$ cat src/rtl/hamming_pkg.sv
// hamming_pkg: shared states, bit positions, default bases and syndrome helper for the SECDED decoder
package hamming_pkg;
  typedef enum logic [2:0] {IDLE, RD_LO, RD_HI, WR_LO, WR_HI, DONE} dec_state_t;
  localparam int P16_BIT = 0;
  localparam int P1_BIT = 1;
  localparam int P2_BIT = 2;
  localparam int P4_BIT = 4;
  localparam int P8_BIT = 8;
  localparam int DEF_NUM_WORDS = 15;
  localparam int DEF_SRC_BASE = 64;
  localparam int DEF_DST_BASE = 94;
  function automatic logic [3:0] hamming_syndrome(input logic [15:0] cw);
    logic [3:0] s;
    s = '0;
    for (int k = 1; k < 16; k++) s = cw[k] ? s ^ 4'(k) : s;
    return s;
  endfunction
endpackage

$ cat src/rtl/secded_decode16.sv
// secded_decode16: combinational Hamming(16,11) SECDED correction and data extraction
module secded_decode16
  import hamming_pkg::*;
(
  input  logic [15:0] cw,
  output logic [11:1] data,
  output logic        single,
  output logic        double
);
  logic [3:0] s;
  logic p;
  logic [15:0] fixed;
  always_comb begin
    s = hamming_syndrome(cw);
    p = ^cw;
    single = p;
    double = (s != 4'd0) && !p;
    // s=0 with odd parity flips only p16, leaving data untouched
    fixed = p ? cw ^ (16'd1 << s) : cw;
    data = {fixed[15:9], fixed[7:5], fixed[3]};
  end
endmodule

$ cat src/rtl/hamming_secded_decoder.sv
// hamming_secded_decoder: walks NUM_WORDS codewords in memory, corrects/flags them and writes
// back 11-bit messages, pulsing ack when the block is done
module hamming_secded_decoder
  import hamming_pkg::*;
#(
  parameter int NUM_WORDS = DEF_NUM_WORDS,
  parameter int SRC_BASE = DEF_SRC_BASE,
  parameter int DST_BASE = DEF_DST_BASE,
  parameter int AW = 8
) (
  input  logic          clk,
  input  logic          reset_n,
  input  logic          req,
  output logic          ack,
  output logic [AW-1:0] mem_addr,
  input  logic [7:0]    mem_rd_data,
  output logic          mem_wr_en,
  output logic [7:0]    mem_wr_data,
  output logic [3:0]    n_single,
  output logic [3:0]    n_double
);
  dec_state_t state;
  logic [3:0] idx;
  logic [15:0] cw;
  logic [11:1] data;
  logic single, double;
  logic [AW-1:0] off;
  logic rd, hi;
  secded_decode16 u_dec (.cw(cw), .data(data), .single(single), .double(double));
  always_comb begin
    off = AW'({idx, 1'b0});
    rd = (state == RD_LO) || (state == RD_HI);
    hi = (state == RD_HI) || (state == WR_HI);
    mem_wr_en = (state == WR_LO) || (state == WR_HI);
    mem_addr = rd ? AW'(SRC_BASE) + off + AW'(hi) :
               mem_wr_en ? AW'(DST_BASE) + off + AW'(hi) : '0;
    mem_wr_data = (state == WR_LO) ? data[8:1] :
                  (state == WR_HI) ? {double, 4'b0, data[11:9]} : '0;
  end
  always_ff @(posedge clk or negedge reset_n) begin
    if (!reset_n) begin
      state <= IDLE;
      idx <= '0;
      cw <= '0;
      ack <= 1'b0;
      n_single <= '0;
      n_double <= '0;
    end else begin
      ack <= 1'b0;
      case (state)
        IDLE: if (req) begin
          state <= RD_LO;
          idx <= '0;
          n_single <= '0;
          n_double <= '0;
        end
        RD_LO: begin
          cw[7:0] <= mem_rd_data;
          state <= RD_HI;
        end
        RD_HI: begin
          cw[15:8] <= mem_rd_data;
          state <= WR_LO;
        end
        WR_LO: state <= WR_HI;
        WR_HI: begin
          n_single <= (single && n_single != 4'hF) ? n_single + 4'd1 : n_single;
          n_double <= (double && n_double != 4'hF) ? n_double + 4'd1 : n_double;
          state <= (idx == 4'(NUM_WORDS - 1)) ? DONE : RD_LO;
          ack <= (idx == 4'(NUM_WORDS - 1));
          idx <= (idx == 4'(NUM_WORDS - 1)) ? idx : idx + 4'd1;
        end
        default: state <= IDLE;
      endcase
    end
  end
endmodule

$ cat config.mk
export PLATFORM = sky130hd
export DESIGN_NAME = hamming_secded_decoder
export DESIGN_NICKNAME = d
export VERILOG_FILES = /design/src/rtl/hamming_pkg.sv /design/src/rtl/secded_decode16.sv /design/src/rtl/hamming_secded_decoder.sv
export SDC_FILE = /design/constraint.sdc
export NUM_CORES = 1
export LEC_CHECK = 0
export ABC_AREA = 1
export CAP_MARGIN = 20
export CELL_PAD_IN_SITES_DETAIL_PLACEMENT = 1
export CELL_PAD_IN_SITES_GLOBAL_PLACEMENT = 1
export CORE_MARGIN = 2
export CORE_UTILIZATION = 30
export DETAILED_ROUTE_END_ITERATION = 6
export HOLD_SLACK_MARGIN = 0.03
export PLACE_DENSITY = 0.7
export SETUP_SLACK_MARGIN = 0.05
export SKIP_LAST_GASP = 1
export SLEW_MARGIN = 20
export SYNTH_ARGS = -nofsm -noshare
export SYNTH_HDL_FRONTEND = slang
export SYNTH_SLANG_ARGS = --single-unit
$ cat constraint.sdc
create_clock -name clk -period 4.6 [get_ports clk]
set_input_delay 0.92 -clock clk [delete_from_list [all_inputs] [get_ports clk]]
set_output_delay 0.92 -clock clk [all_outputs]
set_load 0.02 [all_outputs]
==> metrics.txt <==
# TYPE chip_impl_metric gauge
chip_impl_metric{name="finalHoldViolCount",unit=""} 0
chip_impl_metric{name="yosysWarningCount",unit=""} 0
chip_impl_info{name="yosys_most_used_dff",value="dfrtp_1"} 1
chip_impl_metric{name="max_slew_headroom_at_the_worst_pin",unit=""} 0.528
chip_impl_metric{name="fin_crit_sh",unit=""} 0.803
chip_impl_metric{name="numPortBuffers",unit=""} 35
chip_impl_info{name="most_frequent_cell_after_synthesis",value="nand2_1"} 1
chip_impl_metric{name="postLayoutCoreUtil",unit=""} 0.368
chip_impl_metric{name="grt.met2_usage",unit=""} 0.262
chip_impl_metric{name="initial_antenna_violation_count",unit=""} 0
chip_impl_metric{name="detail_route.vias_per_cell",unit=""} 4.57
chip_impl_metric{name="core.rowCount",unit=""} 33
chip_impl_info{name="critical_path.startpoint_type",value="register"} 1
chip_impl_metric{name="final_design_area_no_fill",unit="µm²"} 2980
chip_impl_metric{name="cts_buffers",unit=""} 5
chip_impl_metric{name="clkTransAtPathRegs",unit="ns"} 0.07
chip_impl_metric{name="dp_hpwl",unit="µm"} 5130
chip_impl_metric{name="floorplan.die_area",unit="µm²"} 8970
chip_impl_metric{name="ctsHtreeMaxLevel",unit=""} 2
chip_impl_metric{name="gp_routability_congestion",unit=""} 0.811
chip_impl_metric{name="dr.pass1.iters",unit=""} 4
chip_impl_metric{name="max_cap_violations",unit=""} 0
chip_impl_info{name="min-delay-path-class",value="register to register"} 1
chip_impl_metric{name="design.portCount",unit=""} 37
chip_impl_info{name="worstReg2RegStart",value="cw[11]"} 1
chip_impl_info{name="tritoncts_clock_tree",value="done"} 1
chip_impl_info{name="busiest_layer",value="met2"} 1
chip_impl_metric{name="tightestPinTransition",unit="ns"} 0.704
chip_impl_metric{name="post_synthesis_cell_count",unit=""} 348
chip_impl_info{name="worstHoldEndpoint",value="n_double[1]"} 1
chip_impl_metric{name="drv_slew",unit=""} 0
chip_impl_metric{name="wire_length_of_the_first_global_routing_pass",unit="µm"} 10900
chip_impl_metric{name="avgSynthCellArea",unit="µm²"} 7.09
chip_impl_info{name="status",value="finished clean"} 1
chip_impl_metric{name="netlist_cell_types",unit=""} 35
chip_impl_metric{name="synth_top_area_share",unit=""} 0.325
chip_impl_info{name="synth_top_cells_by_count",value="nand2_1 (104), inv_1 (37), dfrtp_1 (32), nand3_1 (29), o21ai_0 (26)"} 1
chip_impl_info{name="regToRegEndpoint",value="n_single[3]"} 1
chip_impl_metric{name="number_of_synthesized_flops_with_an_enable_pin",unit=""} 0
chip_impl_metric{name="route.detailed.drc",unit=""} 0
chip_impl_metric{name="grt_start_max_net_pins",unit=""} 33
chip_impl_info{name="synthTopCellsByArea",value="dfrtp_1 (32%), nand2_1 (16%), nand3_1 (5.9%), inv_1 (5.6%), o21ai_0 (5.3%)"} 1
chip_impl_info{name="timing.critical_path.to_type",value="primary output"} 1
chip_impl_metric{name="min_delay_path_depth",unit=""} 2
chip_impl_metric{name="die_h",unit="µm"} 94.7
chip_impl_metric{name="yosysSeqAreaShare",unit=""} 0.325
chip_impl_metric{name="setup.reg_to_reg.worst_slack",unit="ns"} 2.67
chip_impl_metric{name="setup_viol",unit=""} 0
chip_impl_metric{name="layout-area-overhead-vs-synth",unit="%"} 20.6
chip_impl_metric{name="critical_path.max_fanout",unit=""} 7
chip_impl_metric{name="ant_nets",unit=""} 0
chip_impl_metric{name="totalWireLength",unit="µm"} 6450
chip_impl_metric{name="global_route.usage.total",unit=""} 0.154
chip_impl_metric{name="maxClockFrequency",unit="GHz"} 0.271
chip_impl_metric{name="worst-endpoint-required",unit="ns"} 3.68
chip_impl_metric{name="layout_cells_sized_above_1",unit=""} 0.144
chip_impl_metric{name="cp_data_arrival_time",unit="ns"} 2.77
chip_impl_metric{name="coreArea",unit="µm²"} 8090
chip_impl_metric{name="detail_route.iter0.violations",unit=""} 84
chip_impl_metric{name="worst_reg_to_reg_path_cell_count",unit=""} 11
chip_impl_metric{name="layout.nets",unit=""} 399
chip_impl_metric{name="postCtsHoldBufs",unit=""} 0
chip_impl_metric{name="placedInstanceArea",unit="µm²"} 2900
chip_impl_metric{name="syn-cell-area",unit="µm²"} 2470
chip_impl_metric{name="maximum_root_to_sink_buffer_count",unit=""} 2
chip_impl_info{name="most_area_hungry_cell_type_in_the_yosys_netlist",value="dfrtp_1"} 1
chip_impl_info{name="startpoint_of_the_most_critical_hold_path",value="n_double[1]"} 1
chip_impl_metric{name="post_cts_resized",unit=""} 0
chip_impl_metric{name="synthesized_net_count",unit=""} 364
chip_impl_metric{name="static_leakage",unit="nW"} 1.43
chip_impl_metric{name="wl_per_cell",unit="µm"} 13.2
chip_impl_metric{name="num_vias",unit=""} 2231
chip_impl_info{name="timing.setup.critical_path_class",value="register to primary output"} 1
chip_impl_metric{name="ir_worst_vdd",unit="V"} 0.0000981
chip_impl_metric{name="ys_seq_elements",unit=""} 32
chip_impl_metric{name="groute.layer.met1.usage",unit=""} 0.207
chip_impl_metric{name="finalCriticalPeriod",unit="ns"} 3.69
chip_impl_metric{name="post_cts_buffers",unit=""} 0
chip_impl_metric{name="die_w",unit="µm"} 94.7
chip_impl_info{name="rsz0062_at_grt",value="false"} 1
chip_impl_metric{name="grt_remaining_overflow",unit=""} 0
chip_impl_metric{name="first_global_vias",unit=""} 2269
chip_impl_metric{name="power-per-cell-area",unit="nW/µm²"} 312
chip_impl_info{name="cts.root.buffer_cell",value="clkbuf_8"} 1
chip_impl_metric{name="floorplan.initialDensity",unit=""} 0.305
chip_impl_metric{name="insertedDiodeCount",unit=""} 0
chip_impl_metric{name="cts.sink_count",unit=""} 32
chip_impl_metric{name="finalSetupTns",unit="ns"} 0
chip_impl_metric{name="grt.met3_usage",unit=""} 0.0176
chip_impl_info{name="setup.worst_path.start",value="cw[11]"} 1
chip_impl_metric{name="final.setup_skew",unit="ns"} 0.00550
chip_impl_metric{name="postSynth.asyncResetShare",unit=""} 1.00
chip_impl_metric{name="worst_skew_pair.late_latency",unit="ns"} 0.28
==> state kept, by name (all words and copies together) (netlist names) <==
signal / cells
ack: 1
cw: 16
idx: 4
n_double: 4
n_single: 4
state: 3
==> cells in the final DEF (no fill, tap or decap), types with 6 or more instances in the layout <==
cell type,n
a21oi_1,9
clkdlybuf4s50_1,35
dfrtp_1,32
inv_1,37
inv_2,9
nand2_1,104
nand2_2,11
nand2_4,9
nand3_1,29
nor2_1,17
o21ai_0,26
xnor2_1,6
xor2_1,12
==> kinds of logic after synthesis <==
group	Yosys count	share of synthesized area
other	1	0.00152
AND/OR/NAND/NOR	186	0.363
buffers and inverters	59	0.106
adder cells (fa/ha/maj)	5	0.0254
AO/OA/AOI/OAI	44	0.0963
flip-flops	32	0.325
XOR/XNOR	21	0.0837
==> through the flow <==
| stage | power, mW | setup slack (ns) | instances | hold WS [ns] |
|---|---|---|---|---|
| 2_1_floorplan | 0.610 | 1.79 | 348 | 0.475 |
| 3_3_place_gp | 0.728 | 1.22 | 481 | 0.506 |
| 3_5_place_dp | 0.739 | 1.21 | 481 | 0.528 |
| 4_1_cts | 0.945 | 0.881 | 488 | 0.542 |
| 5_1_grt | 0.992 | 0.710 | 488 | 0.581 |
| 6_report | 0.929 | 0.908 | 488 | 0.537 |
==> layout make-up <==
type	instances	area (µm²)
timing repair buffer	38	373
inverter	49	189
multi-input combinational	257	1410
clock inverter	1	5.00
tap	105	131
sequential	32	801
fill	1059	5120
clock buffer	6	72.6
==> worst max-delay path: stages, from the launching register on <==
cell	delay (ns)
dfrtp_1	0.48
xnor2_1	0.33
nand2_1	0.11
nand2_2	0.15
nand2_2	0.09
nand2_4	0.12
nand2_4	0.07
nor2_1	0.20
nand2_1	0.13
a21oi_1	0.19
clkdlybuf4s50_1	0.63
==> worst max-delay path by stage <==
stage | endpoint | slack [ns] | cells after the start
after detailed placement | mem_wr_data[4] | 1.21 | 10
after CTS | mem_wr_data[4] | 0.88 | 10
after floorplan | mem_addr[4] | 1.79 | 7
final | mem_wr_data[4] | 0.91 | 10
after global placement | mem_wr_data[4] | 1.22 | 10
after global routing | mem_wr_data[4] | 0.71 | 10
==> where the power goes <==
group,internal [mW],leakage (nW),switching (mW),total (mW)
clock,0.103,0.0410,0.0983,0.201
sequential,0.320,0.379,0.0494,0.370
combinational,0.147,1.01,0.212,0.359
total,0.570,1.43,0.359,0.929
==> routing by layer <==
layer,vias up,share of wire
met5,-,0
met4,0,0.0085
met3,5,0.014
met1,1051,0.49
met2,20,0.48
li1,1155,-
(Power assumes the default switching activity.)
